## src/rtl/cpu_types_pkg.sv

```systemverilog
// cpu_types_pkg -- shared CPU types for the fetch stage.
//   word_t        : 32-bit machine word (instructions and addresses)
//   fetch_state_t : fetch FSM states (RUN, PEND, HALTED)
//   ifid_t        : IF/ID pipeline register contents
//   next_pc()     : sequential PC increment, wraps modulo 2^32
package cpu_types_pkg;

  typedef logic [31:0] word_t;

  typedef enum logic [1:0] {
    RUN    = 2'd0,  // fetching sequentially
    PEND   = 2'd1,  // redirect captured, waiting for the in-flight fetch to return
    HALTED = 2'd2   // fetch stopped until reset
  } fetch_state_t;

  typedef struct packed {
    word_t instr;
    word_t npc;
    logic  valid;
  } ifid_t;

  // An empty IF/ID slot: all fields zero, valid low.
  localparam ifid_t IFID_BUBBLE = '0;

  localparam word_t INSTR_BYTES = 32'd4;

  // Plain 32-bit addition drops the carry, so 32'hFFFFFFFC wraps to 0.
  function automatic word_t next_pc(input word_t pc);
    return pc + INSTR_BYTES;
  endfunction

endpackage

```

## src/rtl/fetch_stage_if.sv

```systemverilog
// fetch_stage_if -- bundles the fetch stage's cache, hazard and IF/ID signals.
//   icache side : ihit, iload (in)   / iren, iaddr (out)
//   hazard side : stall, flush, redirect_en, redirect_pc, halt (in)
//   IF/ID side  : instr_out, npc_out, valid_out, halted (out)
// master = the fetch stage, slave = its environment (cache, hazard unit, decode).
interface fetch_stage_if;
  import cpu_types_pkg::*;

  logic  ihit;
  word_t iload;
  logic  iren;
  word_t iaddr;
  logic  stall;
  logic  flush;
  logic  redirect_en;
  word_t redirect_pc;
  logic  halt;
  word_t instr_out;
  word_t npc_out;
  logic  valid_out;
  logic  halted;

  modport master (
    input  ihit, iload, stall, flush, redirect_en, redirect_pc, halt,
    output iren, iaddr, instr_out, npc_out, valid_out, halted
  );

  modport slave (
    output ihit, iload, stall, flush, redirect_en, redirect_pc, halt,
    input  iren, iaddr, instr_out, npc_out, valid_out, halted
  );

endinterface

```

## src/rtl/fetch_stage_ifid_latch.sv

```systemverilog
// ifid_latch -- IF/ID pipeline register.
//   clk, rst : clock, asynchronous active-high reset (clears to a bubble)
//   load     : capture d
//   bubble   : clear to an empty slot; overrides load
//   d, q     : register input / contents
// With neither load nor bubble asserted the contents hold (stall).
module ifid_latch
  import cpu_types_pkg::*;
(
  input  logic  clk,
  input  logic  rst,
  input  logic  load,
  input  logic  bubble,
  input  ifid_t d,
  output ifid_t q
);

  // NOTE: sequential state uses non-blocking assignments so every register
  // samples pre-edge values regardless of process evaluation order.
  always_ff @(posedge clk or posedge rst) begin
    if (rst)         q <= IFID_BUBBLE;
    else if (bubble) q <= IFID_BUBBLE;
    else if (load)   q <= d;
  end

endmodule

```

## src/rtl/fetch_stage.sv

```systemverilog
// fetch_stage -- instruction fetch: PC register, redirect handling and halt.
//   clk, rst : clock, asynchronous active-high reset
//   bus      : fetch_stage_if.master (icache request/response, hazard
//              controls, IF/ID outputs, halted status)
// Per-cycle priority: reset > redirect > halt > flush > stall > normal.
// A redirect that arrives while a fetch is outstanding is parked in pend_pc
// (PEND) until the cache answers; that answer is discarded.
module fetch_stage
  import cpu_types_pkg::*;
#(
  parameter word_t PC_RESET = 32'h0000_0000
) (
  input  logic          clk,
  input  logic          rst,
  fetch_stage_if.master bus
);

  fetch_state_t state, state_n;
  word_t        pc, pc_n;
  word_t        pend_pc, pend_pc_n;
  logic         ifid_load, ifid_bubble;
  ifid_t        ifid_d, ifid_q;

  always_ff @(posedge clk or posedge rst) begin
    if (rst) begin
      state   <= RUN;
      pc      <= PC_RESET;
      pend_pc <= '0;
    end else begin
      state   <= state_n;
      pc      <= pc_n;
      pend_pc <= pend_pc_n;
    end
  end

  assign ifid_d = '{instr: bus.iload, npc: next_pc(pc), valid: 1'b1};

  // NOTE: every signal driven here gets a default first, so no path leaves
  // one unassigned and no latch is inferred.
  always_comb begin
    state_n     = state;
    pc_n        = pc;
    pend_pc_n   = pend_pc;
    ifid_load   = 1'b0;
    ifid_bubble = 1'b0;

    unique case (state)
      RUN: begin
        if (bus.redirect_en) begin
          ifid_bubble = 1'b1;
          if (bus.ihit) begin
            pc_n = bus.redirect_pc;       // returning word is wrong-path
          end else begin
            pend_pc_n = bus.redirect_pc;  // keep iaddr stable until ihit
            state_n   = PEND;
          end
        end else if (bus.halt) begin
          ifid_bubble = 1'b1;
          state_n     = HALTED;
        end else begin
          if (bus.ihit && !bus.stall) pc_n = next_pc(pc);
          if (bus.flush)      ifid_bubble = 1'b1;
          else if (bus.stall) ;            // hold IF/ID
          else if (bus.ihit)  ifid_load   = 1'b1;
          else                ifid_bubble = 1'b1;
        end
      end

      PEND: begin
        ifid_bubble = 1'b1;
        if (bus.redirect_en) begin
          if (bus.ihit) begin
            pc_n    = bus.redirect_pc;
            state_n = RUN;
          end else begin
            pend_pc_n = bus.redirect_pc;  // latest redirect wins
          end
        end else if (bus.halt) begin
          state_n = HALTED;
        end else if (bus.ihit) begin
          pc_n    = pend_pc;
          state_n = RUN;
        end
      end

      HALTED: ;  // frozen; IF/ID already holds the bubble from the halt cycle

      default: state_n = RUN;
    endcase
  end

  ifid_latch u_ifid (
    .clk    (clk),
    .rst    (rst),
    .load   (ifid_load),
    .bubble (ifid_bubble),
    .d      (ifid_d),
    .q      (ifid_q)
  );

  assign bus.iren      = (state != HALTED);
  assign bus.iaddr     = pc;
  assign bus.halted    = (state == HALTED);
  assign bus.instr_out = ifid_q.instr;
  assign bus.npc_out   = ifid_q.npc;
  assign bus.valid_out = ifid_q.valid;

endmodule

```

## src/flat_wrapper.sv

```systemverilog
// flat-port wrapper written by rule: the top's interface ports become plain ports
module fetch_stage_flat import cpu_types_pkg::*;
#(
  parameter word_t PC_RESET = 32'h0000_0000
)
  (clk, rst, bus_ihit, bus_iload, bus_stall, bus_flush, bus_redirect_en, bus_redirect_pc, bus_halt, bus_iren, bus_iaddr, bus_instr_out, bus_npc_out, bus_valid_out, bus_halted);
  fetch_stage_if bus_i ();
  input  logic clk;
  input  logic rst;
  input wire logic [$bits(bus_i.ihit)-1:0] bus_ihit;
  input wire logic [$bits(bus_i.iload)-1:0] bus_iload;
  input wire logic [$bits(bus_i.stall)-1:0] bus_stall;
  input wire logic [$bits(bus_i.flush)-1:0] bus_flush;
  input wire logic [$bits(bus_i.redirect_en)-1:0] bus_redirect_en;
  input wire logic [$bits(bus_i.redirect_pc)-1:0] bus_redirect_pc;
  input wire logic [$bits(bus_i.halt)-1:0] bus_halt;
  output wire logic [$bits(bus_i.iren)-1:0] bus_iren;
  output wire logic [$bits(bus_i.iaddr)-1:0] bus_iaddr;
  output wire logic [$bits(bus_i.instr_out)-1:0] bus_instr_out;
  output wire logic [$bits(bus_i.npc_out)-1:0] bus_npc_out;
  output wire logic [$bits(bus_i.valid_out)-1:0] bus_valid_out;
  output wire logic [$bits(bus_i.halted)-1:0] bus_halted;
  assign bus_i.ihit = bus_ihit;
  assign bus_i.iload = bus_iload;
  assign bus_i.stall = bus_stall;
  assign bus_i.flush = bus_flush;
  assign bus_i.redirect_en = bus_redirect_en;
  assign bus_i.redirect_pc = bus_redirect_pc;
  assign bus_i.halt = bus_halt;
  assign bus_iren = bus_i.iren;
  assign bus_iaddr = bus_i.iaddr;
  assign bus_instr_out = bus_i.instr_out;
  assign bus_npc_out = bus_i.npc_out;
  assign bus_valid_out = bus_i.valid_out;
  assign bus_halted = bus_i.halted;
  fetch_stage #(.PC_RESET(PC_RESET)) u_core (.clk(clk), .rst(rst), .bus(bus_i));
endmodule
```

## config.mk

```make
export PLATFORM = sky130hd
export DESIGN_NAME = fetch_stage_flat
export DESIGN_NICKNAME = d
export VERILOG_FILES = /design/src/rtl/cpu_types_pkg.sv /design/src/rtl/fetch_stage_if.sv /design/src/rtl/fetch_stage_ifid_latch.sv /design/src/rtl/fetch_stage.sv /design/src/flat_wrapper.sv
export SDC_FILE = /design/constraint.sdc
export NUM_CORES = 1
export LEC_CHECK = 0
export CORE_UTILIZATION = 49
export DETAILED_ROUTE_END_ITERATION = 12
export PLACE_DENSITY = 0.81
export SETUP_SLACK_MARGIN = 0.2
export SLEW_MARGIN = 0
export SYNTH_ARGS = -nofsm -noshare
export SYNTH_HDL_FRONTEND = slang
export SYNTH_SLANG_ARGS = --single-unit
```

## constraint.sdc

```tcl
create_clock -name clk -period 4.9 [get_ports clk]
set_input_delay 0.98 -clock clk [delete_from_list [all_inputs] [get_ports clk]]
set_output_delay 0.98 -clock clk [all_outputs]
set_load 0.01 [all_outputs]
```

==> out/summary.txt, run 1 <==
outcome: finished, final reports clean
Rel. slew slack: 0.171
Async SR Flop Fraction: 1.00
Via density: 6.00
setup TNS: 0 ns
DR WL/cell: 19.8 um
HP Start: u_core.u_ifid.q[26]
top-level port count: 170
largest fanout on the critical path: 65
GRT Util Overall: 0.286
post-synthesis cell type count: 52
Syn Inst Count: 599
# setup viols final: 0
Synth warnings: 0
via count: 5614
CTS tree: done
Die Y: 116 um
Worst Setup End Kind: flip-flop
maximum VDD drop: 0.346 mV
DRC: 0
initial antenna violation count: 0
number of nets in the layout: 822
CP peak stage delay: 0.98 ns
port bufs: 169
Clock H-tree levels: 4
PwrDens: 511 nW/um2
antenna viol nets, final: 0
Ant. Diodes: 0
final hold slack: 0.479 ns
hold worst-path end: u_core.u_ifid.q[26]
Clock transition at path regs: 0.06 ns
Setup Buffers After CTS: 0
Area growth syn-to-layout: 39.4%
clock skew after layout: 0.00539 ns
min cycle time layout: 3.48 ns
gpl congestion: 0.851
Max Cap Viol: 0
number of synthesized flops with an enable pin: 0
kind of critical path: in2reg
CP required: 5.24 ns
CP top delay family: simple AND/OR/NAND/NOR gates
drt first pass iters: 6
Remaining Overflow, GRT: 0
critical path depth: 6
Core Footprint: 12600 um2
Starting DRT DRC Count: 594
Seq/Total Area, Yosys: 0.517
Rows: 41
WL final: 18500 um
P_leak: 3.62 nW
final period utilization: 0.709
FF-to-FF End: u_core.bus.iaddr[31]
CTS-repair resized insts: 0
Main synth FF type: dfrtp_1
actual slew at the worst max-slew pin: 1.24 ns
setup slack on the worst flop-to-flop path: 2.38 ns
mapped cell area: 6350 um2
RSZ-0062 raised after global routing: false
syn_area_per_cell: 10.6 um2
Hold WC Path Type: reg2reg
cts hold-fix bufs: 0
#FFs+latches synth: 131
Slowest-stage cell, CP: or2_2
Cell Chain, Critical Path: clkdlybuf4s50_1, buf_4, nor4b_1, or2_2, nand2_1, o21ai_0
Die Wd: 116 um
layout cell share with drive strength beyond 1: 0.131
Clock Latency Late Sink: 0.43 ns
Worst setup SP type: input pin
max-slew violations: 0
R2R depth: 5
vias in the first global route: 5352
clock buffer depth: 2
Buf/Inv on CP: 2
syn nets: 671
Fmax achieved: 288 MHz
critical path data arrival time: 3.81 ns
CTS Buf Count: 17
largest net degree at the start of global routing: 67
root buffer cell: clkbuf_16
final hold violation count: 0
DPL Wire Length: 12700 um
clock sinks: 131
Initial Utilization: 0.503
full die area: 13400 um2
hold path depth: 2
first-pass GRT wire length: 28800 um
launching point of the worst reg2reg path: u_core.bus.iaddr[7]
## layer usage
| layer | vias to the layer above | GRT usage | routed length [um] |
|---|---|---|---|
| li1 | 2500 | - | - |
| met1 | 2786 | 0.372 | 7660 |
| met2 | 292 | 0.461 | 8850 |
| met3 | 36 | 0.0805 | 1650 |
| met4 | 0 | 0.0949 | 344 |
| met5 | - | 0 | 0 |
## flip-flops by register name (all words and copies together) (netlist names)
| name | count |
|---|---|
| u_core.state | 2 |
| u_core.bus.iaddr | 32 |
| u_core.pend_pc | 32 |
| u_core.u_ifid.q | 65 |
## layout by cell type (no fill, tap or decap), drive strengths merged, types with 8 or more instances in the layout
cell	n
a22oi	16
a21oi	19
nor2	31
xnor2	20
a22o	37
nand2	59
o21ai	71
nor3	9
xor2	8
clkdlybuf4s50	169
clkbuf	19
dfrtp	131
mux2	43
o22ai	11
inv	14
o31a	11
## area by class of cell
class	instances	area [um2]
sequential	131	3280
multi-input combinational	410	2830
clock buffer	19	453
inverter	14	55.1
clock inverter	13	254
fill	926	3770
tap	172	215
timing repair buffer	176	1760
## cells by family after synthesis
group,after synthesis,synth area share
compound gates,189,0.200
xor+xnor,28,0.0386
fa+ha+maj,1,0.00197
buf+inv,58,0.0390
flops,131,0.517
mux,43,0.0763
simple gates,149,0.128
## metrics by stage
stage	instances	area (um2)	total power, mW	util	setup slack, ns
finish	935	8850	4.52	0.701	1.42
detailed placement	903	8140	3.01	0.645	1.08
CTS	935	8850	4.53	0.701	1.48
global placement	903	8140	2.94	0.645	1.22
floorplan	599	6350	2.40	-	0.422
global route	935	8850	4.73	0.701	1.25
## tightest hold or removal path, delay by kind of cell, from the launching register on
family	cells	cell delay, ns
compound gates	1	0.06
flops	1	0.34
simple gates	1	0.05
## synthesized netlist by cell type (2+ instances only)
| cell type | number | share of area |
|---|---|---|
| a221oi_1 | 6 | 0.0083 |
| a211o_1 | 3 | 0.0041 |
| nand4_1 | 4 | 0.0039 |
| mux2_2 | 43 | 0.076 |
| nor4b_1 | 3 | 0.0041 |
| and4_1 | 2 | 0.0028 |
| o21ai_1 | 7 | 0.0055 |
| nand3_1 | 6 | 0.0047 |
| o22ai_1 | 11 | 0.011 |
| xor2_1 | 8 | 0.011 |
| a222oi_1 | 5 | 0.0079 |
| o21ai_0 | 64 | 0.050 |
| dfrtp_1 | 131 | 0.52 |
| nor4_1 | 3 | 0.0030 |
| inv_1 | 14 | 0.0083 |
| nor3_1 | 9 | 0.0071 |
| o31a_1 | 11 | 0.015 |
| clkbuf_1 | 21 | 0.012 |
| o2bb2ai_1 | 2 | 0.0028 |
| and2_1 | 3 | 0.0030 |
| or2_2 | 4 | 0.0039 |
| a21oi_1 | 19 | 0.015 |
| and3_1 | 3 | 0.0030 |
| a22o_1 | 37 | 0.051 |
| nor3b_1 | 3 | 0.0035 |
| buf_2 | 21 | 0.017 |
| nand2_1 | 59 | 0.035 |
| nand4_4 | 2 | 0.0067 |
| nand2b_1 | 4 | 0.0039 |
| a31oi_1 | 3 | 0.0030 |
| nor4_4 | 2 | 0.0067 |
| xnor2_1 | 20 | 0.028 |
| or4_1 | 2 | 0.0024 |
| nor2_1 | 31 | 0.018 |
| a22oi_1 | 16 | 0.019 |
## where the power goes
group	internal [mW]	leakage (nW)	total (mW)	switching [mW]
combinational	0.659	1.58	1.31	0.650
sequential	1.36	1.71	1.71	0.354
clock	1.03	0.331	1.50	0.472
total	3.05	3.62	4.52	1.48
## worst max-delay path by stage
stage | to | from
4_1_cts | u_core.u_ifid.q[10] | bus_redirect_en
6_report | u_core.u_ifid.q[10] | bus_redirect_en
5_1_grt | u_core.u_ifid.q[17] | bus_redirect_en
2_1_floorplan | u_core.bus.iaddr[0] | rst
3_3_place_gp | u_core.u_ifid.q[50] | bus_redirect_en
3_5_place_dp | u_core.u_ifid.q[10] | bus_redirect_en
Power figures use the tool's default switching activity.
==> inputs of run 2 (changes only) <==
- CORE_UTILIZATION: 49 -> 44
- PLACE_DENSITY: 0.81 -> 0.77
- clock period: 4.9 -> 2.8 ns (I/O delays scaled with it)
==> out/summary.txt, run 2 (synthesis gave the netlist of run 1 again) <==
outcome: finished, final reports clean
full die area: 14900 um2 (+11%)
CTS Buf Count: 17 (unchanged)
Comb power frac: 0.313 (+0.024)
initial antenna violation count: 0 (unchanged)
clock buffer depth: 2 (unchanged)
final period utilization: 0.840
P_leak: 3.64 nW (+0.52%)
drt first pass iters: 7 (+1)
CTS-repair resized insts: 0 (unchanged)
DR WL/cell: 18.6 um (-6.0%)
DRC: 0 (unchanged)
internal power: 4.93 mW (+62%)
Worst setup SP type: flip-flop
CP required: 3.11 ns (-2.13 ns)
WL final: 17800 um (-4.0%)
Remaining Overflow, GRT: 0 (unchanged)
sequential share of power: 0.392 (+0.014)
Starting DRT DRC Count: 471 (-21%)
number of nets in the layout: 834 (+1.5%)
cts hold-fix bufs: 0 (unchanged)
Rel. slew slack: 0.518 (+0.347)
Fmax achieved: 425 MHz
Largest register FFs: 65 (unchanged)
fillcell total: 1065 (+15%)
# setup viols final: 0 (unchanged)
Max Cap Viol: 0 (unchanged)
Rows: 43 (+4.9%)
vias in the first global route: 5317 (-0.65%)
final hold violation count: 0 (unchanged)
switching power: 2.63 mW (+78%)
Setup Buffers After CTS: 0 (unchanged)
Initial Utilization: 0.454 (-0.0492)
Clock Latency Late Sink: 0.41 ns (-0.02 ns)
Clock H-tree levels: 4 (unchanged)
Ant. Diodes: 0 (unchanged)
top-level port count: 170 (unchanged)
Worst Setup End Kind: flip-flop
root buffer cell: clkbuf_16
Biggest register: u_core.u_ifid.q
first-pass GRT wire length: 27600 um (-4.3%)
CTS tree: done
Core Footprint: 14000 um2 (+11%)
layout cell share with drive strength beyond 1: 0.145 (+0.0135)
clock sinks: 131 (unchanged)
commonest non-fill, non-tap cell in the layout: clkdlybuf4s50_1
kind of critical path: reg2reg
largest fanout on the critical path: 9 (-86%)
clock skew after layout: 0.00701 ns (+0.00162 ns)
via count: 5512 (-1.8%)
gpl congestion: 0.856 (+0.52%)
total chip power: 7.56 mW (+67%)
PwrDens: 853 nW/um2 (+67%)
Hold WC Path Type: reg2reg
GRT Util Overall: 0.242 (-0.0435)
Die Y: 122 um (+5.4%)
max-slew violations: 0 (unchanged)
actual slew at the worst max-slew pin: 0.723 ns (-0.521 ns)
setup TNS: 0 ns (unchanged)
Clk network pwr share: 0.294 (-0.038)
Via density: 5.77 (-3.9%)
DPL Wire Length: 12100 um (-4.4%)
Area growth syn-to-layout: 39.7%
RSZ-0062 raised after global routing: false
largest net degree at the start of global routing: 132 (+97%)
maximum VDD drop: 0.496 mV (+43%)
Clock transition at path regs: 0.06 ns (about the same)
port bufs: 169 (unchanged)
commonest cells after routing, fill and taps aside: clkdlybuf4s50_1, dfrtp_1, o21ai_0
Die Wd: 122 um (+5.4%)
critical path data arrival time: 2.66 ns (-1.15 ns)
antenna viol nets, final: 0 (unchanged)
Sw Share: 0.347 (+0.0213)
min cycle time layout: 2.35 ns
[run 2: power by group through the flow]
stage	clock network, mW	registers, mW	logic (mW)
6_report	2.22	2.97	2.37
5_1_grt	2.34	3.02	2.57
4_1_cts	2.26	2.95	2.37
3_5_place_dp	0	2.97	2.35
3_3_place_gp	0	2.94	2.29
2_1_floorplan	0	2.89	1.32
[run 2: final cells by class]
cell class | instances | area (um2) | area share
Clock inverter | 15 | 173 | 0.0195
Clock buffer | 17 | 425 | 0.0480
Inverter | 14 | 56.3 | 0.00635
Sequential cell | 131 | 3280 | 0.370
Multi-Input combinational cell | 410 | 2830 | 0.320
Tap cell | 180 | 225 | 0.0254
Timing Repair Buffer | 188 | 1870 | 0.211
[run 2: through the flow]
| stage | setup slack [ns] | hold slack (ns) | cell area, um2 | utilization | std cells |
|---|---|---|---|---|---|
| detailed placement | 0.188 | 0.470 | 8270 | 0.591 | 923 |
| finish | 0.449 | 0.479 | 8860 | 0.634 | 955 |
| global placement | 0.235 | 0.465 | 8270 | 0.591 | 923 |
| global route | 0.387 | 0.514 | 8860 | 0.634 | 955 |
| CTS | 0.491 | 0.484 | 8860 | 0.634 | 955 |
| floorplan | 0.617 | 0.472 | 6350 | - | 599 |
[run 2: worst max-delay path, cell delays in order (launching register included)]
cell and delay [ns]:
dfrtp_1 0.52, ha_1 0.32, nand2_1 0.18, nor4_4 0.48
nand3_1 0.25, o31a_1 0.30, o22ai_1 0.20
[run 2: layer usage]
layer  GRT usage  part of all wire  vias to the layer above
met2       0.384              0.47                      254
met3      0.0496             0.081                       28
met1       0.324              0.43                     2697
li1            -                 -                     2533
met4      0.0968             0.022                        0
met5           0                 0                        -
[run 2: final timing paths]
kind                                      from              endpoint  slack (ns)  cells past startpoint
min reg2reg                u_core.u_ifid.q[13]   u_core.u_ifid.q[13]        0.48                      2
min in group asynchronous                  rst   u_core.u_ifid.q[33]        0.66                      3
max                        u_core.bus.iaddr[2]  u_core.bus.iaddr[26]        0.45                      6
min                        u_core.u_ifid.q[13]   u_core.u_ifid.q[13]        0.48                      2
max reg2reg                u_core.bus.iaddr[2]  u_core.bus.iaddr[26]        0.45                      6
max in group asynchronous                  rst    u_core.u_ifid.q[9]        1.57                      3
